File: src/rtl/dz_scan_disp.sv
// Row-scan driver for an 8x8 red/green dot matrix: one decimal digit, selectable
// colour, optional blinking, frame-synchronous digit updates and per-row anti-ghost blanking.
module dz_scan_disp #(
    parameter int SCAN_DIV     = 1000,
    parameter int BLANK_CYC    = 2,
    parameter int BLINK_FRAMES = 32
) (
    input  logic       clk,
    input  logic       rst,
    input  logic [3:0] num,
    input  logic [1:0] color,
    input  logic       blink,
    input  logic       load,
    output logic [7:0] row,
    output logic [7:0] colr,
    output logic [7:0] colg,
    output logic       frame_start
);

    localparam int DIV_W = $clog2(SCAN_DIV);
    localparam int FC_W  = (BLINK_FRAMES > 1) ? $clog2(BLINK_FRAMES) : 1;
    localparam logic [DIV_W-1:0] DIV_LAST  = DIV_W'(SCAN_DIV - 1);
    localparam logic [DIV_W-1:0] BLANK_LIM = DIV_W'(BLANK_CYC);
    localparam logic [FC_W-1:0]  FC_LAST   = FC_W'(BLINK_FRAMES - 1);

    logic [DIV_W-1:0] div;
    logic [2:0]       row_idx;
    logic [FC_W-1:0]  frame_cnt;
    logic             blink_phase;

    logic [3:0] pend_num,   act_num;
    logic [1:0] pend_color, act_color;
    logic       pend_blink, act_blink;

    logic       div_wrap;
    logic       frame_end;
    logic [7:0] glyph;
    logic       show;

    // Each glyph is packed row 0 in the top byte down to row 7 in the bottom byte.
    function automatic logic [7:0] font_row(input logic [3:0] digit, input logic [2:0] r);
        logic [63:0] g;
        case (digit)
            4'd0:    g = 64'h003C666E7666663C;
            4'd1:    g = 64'h001838181818187E;
            4'd2:    g = 64'h003C66060C30607E;
            4'd3:    g = 64'h003C66061C06663C;
            4'd4:    g = 64'h000C1C2C4C7E0C0C;
            4'd5:    g = 64'h007E607C0606663C;
            4'd6:    g = 64'h003C60607C66663C;
            4'd7:    g = 64'h007E060C18303030;
            4'd8:    g = 64'h003C66663C66663C;
            4'd9:    g = 64'h003C66663E06063C;
            default: g = 64'h0;
        endcase
        return g[{~r, 3'b000} +: 8];
    endfunction

    always_comb begin
        div_wrap  = (div == DIV_LAST);
        frame_end = div_wrap && (row_idx == 3'd7);
        glyph     = font_row(act_num, row_idx);
        show      = (div >= BLANK_LIM) && !(act_blink && blink_phase);
    end

    // Scan position, blink timing and the pending/active double buffer.
    // A load on the frame-boundary cycle bypasses pending straight into active.
    always_ff @(posedge clk) begin
        if (rst) begin
            div         <= '0;
            row_idx     <= 3'd0;
            frame_cnt   <= '0;
            blink_phase <= 1'b0;
            pend_num    <= 4'hF;
            pend_color  <= 2'b00;
            pend_blink  <= 1'b0;
            act_num     <= 4'hF;
            act_color   <= 2'b00;
            act_blink   <= 1'b0;
        end else begin
            div <= div_wrap ? '0 : div + 1'b1;
            if (div_wrap)
                row_idx <= row_idx + 3'd1;
            if (load) begin
                pend_num   <= num;
                pend_color <= color;
                pend_blink <= blink;
            end
            if (frame_end) begin
                act_num   <= load ? num   : pend_num;
                act_color <= load ? color : pend_color;
                act_blink <= load ? blink : pend_blink;
                if (frame_cnt == FC_LAST) begin
                    frame_cnt   <= '0;
                    blink_phase <= ~blink_phase;
                end else begin
                    frame_cnt <= frame_cnt + 1'b1;
                end
            end
        end
    end

    always_ff @(posedge clk) begin
        if (rst) begin
            row         <= 8'hFF;
            colr        <= 8'h00;
            colg        <= 8'h00;
            frame_start <= 1'b0;
        end else begin
            row         <= ~(8'b1 << row_idx);
            colr        <= (show && act_color[0]) ? glyph : 8'h00;
            colg        <= (show && act_color[1]) ? glyph : 8'h00;
            frame_start <= (row_idx == 3'd0) && (div == '0);
        end
    end

endmodule

File: config.mk
export PLATFORM = sky130hd
export DESIGN_NAME = dz_scan_disp
export DESIGN_NICKNAME = d
export VERILOG_FILES = /design/src/rtl/dz_scan_disp.sv
export SDC_FILE = /design/constraint.sdc
export NUM_CORES = 1
export LEC_CHECK = 0
export CORE_MARGIN = 5
export CORE_UTILIZATION = 60
export CTS_CLUSTER_DIAMETER = 50
export DETAILED_ROUTE_END_ITERATION = 10
export MAX_ROUTING_LAYER = met4
export PLACE_DENSITY = 0.93
export SYNTH_ARGS = -nofsm -noshare
export SYNTH_HDL_FRONTEND = slang
export SYNTH_SLANG_ARGS = --single-unit
File: constraint.sdc
create_clock -name clk -period 8.4 [get_ports clk]
set_input_delay 0.84 -clock clk [delete_from_list [all_inputs] [get_ports clk]]
set_output_delay 0.84 -clock clk [all_outputs]
set_load 0.03 [all_outputs]
==> impl_results.md <==
- Status: finished, final reports clean
- Largest net degree at the start of global routing: 32
- WL/cell: 16.4 um
- Via density: 5.85
- Peak Freq: 252 MHz
- Area after DPL: 0.00398 sq mm
- # IOs: 35
- Leakage: about 1.7 nW
- Number of iterations in the first detailed-routing pass: 5
- RSZ-0062 raised after global routing: false
- Storage element area: 0.00172 sq mm
- CP endpoint kind: register
- Slew Limit Fails: 0
- Tot Pwr: 0.000773 W
- Main synth FF type: dfxtp_1
- Hold path depth: 2
- Met1 Wirelength: 3310 um
- DR DRC count: 0
- Hold EP: frame_cnt[4]
- Worst hold path class: reg -> reg
- Commonest non-fill, non-tap cell in the layout: dfxtp_1
- Worst-Margin Slew: 0.913 ns
- Min Hold Slack: 0.476 ns
- Initial antenna violation count: 0
- Die width: 88.6 um
- Total Neg Setup Slack: 0 ns
- Final Net Count: roughly 440
- Place WS: ~4.6 ns
- Antenna Nets Post-Route: 0
- Type of the worst setup path: reg -> reg
- PortBufs: 30
- Register-to-register path setup slack: 4.44 ns
- Clock buffer depth: 2
- Final Hold Fails: 0
- Grt ovf: 0
- Drt total wl: 8130 um
- Die Y: about 89 um
- ANT cells: 0
- Synth Warn #: 0
- Clk sinks: 86
- Layout cells sized above 1: about 8.6%
- Cell count after synthesis: roughly 390
- # hold bufs at CTS: 0
- Clk_skew: approximately 0.012 ns
- Final setup margin: 4.44 ns
- Mean Syn Cell Area: 9.41 sq um
- Area Overhead vs Synth: 13.6%
- Clock Latency Late Sink: 0.36 ns
- Final Instance Area: 0.00421 sq mm
- Maximum vdd drop: 0.117 mV
- Path depth of the worst reg2reg path: 11
- Met2 WL: ~4000 um
- CP Data Required Time: 8.69 ns
- Gr usage total: 23.1%
- H-tree levels: 3
- Synthesized cell area: between 0.003 and 0.004 sq mm
- Vias post-DR: between 2000 and 3000
- Signal arrival time at the worst endpoint: between 4 and 5 ns
- Setup Buffers After CTS: 0
- Yosys top cell by area: dfxtp_1
- Footprint of the multi-input gates: 0.00180 sq mm
- Cell variety after synth: 55
- Pwr dens: 184 mW/mm^2
- Register area share after synthesis: between 40% and 50%
- Most frequent cells in the layout: 86 x dfxtp_1, 49 x nor2_1, 39 x nand2_1
- Initial DRC Count: 221
- Ys async rst share: 0%
- First-pass GRT wire length: about 13000 um
- Core Footprint: 0.00596 sq mm
- Max transition margin: 39.0%
- Starting Density: 62.2%
- Dpl hpwl: 5730 um
- CP max FO: 24
- Vias in the first global route: 2779
- Fillers: 453
- Rows: 28
- Number of synthesized flops with an enable pin: 0
- Synth area leaders: dfxtp_1 46%, ha_1 6.4%, nor2_1 5.0%, a21oi_1 4.5%, nand2_1 3.9%
- Share of the synthesized area in the top cell type: between 40% and 50%
- Critical R2R Launch: row_idx[1]
- CTS tree: built
- Fin crit share: 47.2%
- Die ar.: 0.00785 sq mm
- Met3 WL: 537 um
- Top Layer Used: met4
- Clk Tree Root Cell: clkbuf_8
- Clk slew on worst S/H paths: 0.08 ns
- Final min period: 3.96 ns
- Hold path start: frame_cnt[4]
- Max-cap violations: 0
- CTS resizes: 0
- CTS Buf Count: 9
- Global placer's final weighted congestion: 0.875
- Synth Register Bits: 86
- Final setup viols: 0
- Critical Path Source Type: register
## per-layer routing
| metal | vias to the layer above | global-route usage, % |
|---|---|---|
| met5 | - | - |
| met4 | 0 | 11.1 |
| met3 | 31 | 4.28 |
| met2 | 129 | 37.5 |
| met1 | 1345 | 27.5 |
| li1 | 1391 | - |
## metrics by stage
stage	std cells	util, %
after global placement	479	66.8
after global routing	495	70.7
after detailed placement	479	66.8
after floorplan	397	-
after CTS	495	70.7
final	495	70.7
## worst max path at each step
stage | slack (ns) | depth (start not counted) | startpoint | end
6_report | 4.44 | 11 | row_idx[1] | register
5_1_grt | 4.06 | 11 | row_idx[1] | register
4_1_cts | 4.49 | 11 | row_idx[1] | register
2_1_floorplan | 5.54 | 11 | load | register
3_3_place_gp | 4.78 | 11 | row_idx[1] | register
3_5_place_dp | 4.55 | 11 | row_idx[1] | register
## Yosys cell counts, types with 4 or more instances
master / instances
dfxtp_1: 86
nor2_1: 49
nand2_1: 39
a21oi_1: 33
ha_1: 19
inv_1: 15
mux2i_1: 14
nand3_1: 14
o21ai_0: 13
clkbuf_1: 11
mux4_2: 6
and3_1: 5
buf_4: 5
nand2b_1: 5
o211ai_1: 5
xnor2_1: 5
a211oi_1: 4
buf_6: 4
xor2_1: 4
## worst max-delay path, cell delays in order, from the launching register on
cell and delay [ns]:
dfxtp_1 0.92, ha_1 0.33, ha_1 0.30, nand2_1 0.09
or4_1 0.75, a21oi_1 0.42, and2_1 0.26, ha_1 0.35
mux2i_1 0.11, nand2_1 0.08, o211ai_1 0.11, a21oi_1 0.17
## power by group
group	internal, W	switching (W)	total [W]
Sequential	0.000411	0.00000330	0.000415
Clock	0.000184	0.000144	0.000327
Combinational	0.0000121	0.0000192	0.0000313
## logic make-up after synthesis
kind of cell    count (synthesis)  share of synthesized area [%]
buf+inv                        39                           5.30
fa+ha+maj                      19                           6.41
xor+xnor                        9                           2.13
other cells                     1                          0.101
flops                          86                           46.4
compound gates                 73                           11.9
simple gates                  141                           17.9
mux                            26                           9.82
## area by class of cell
cell class,instances,area share (%)
multi-input combinational,272,42.7
sequential,86,40.9
timing repair buffer,31,7.31
clock buffer,11,3.59
tap,75,2.23
clock inverter,5,1.93
inverter,15,1.34
No activity file was read; power rests on OpenSTA's default activity.
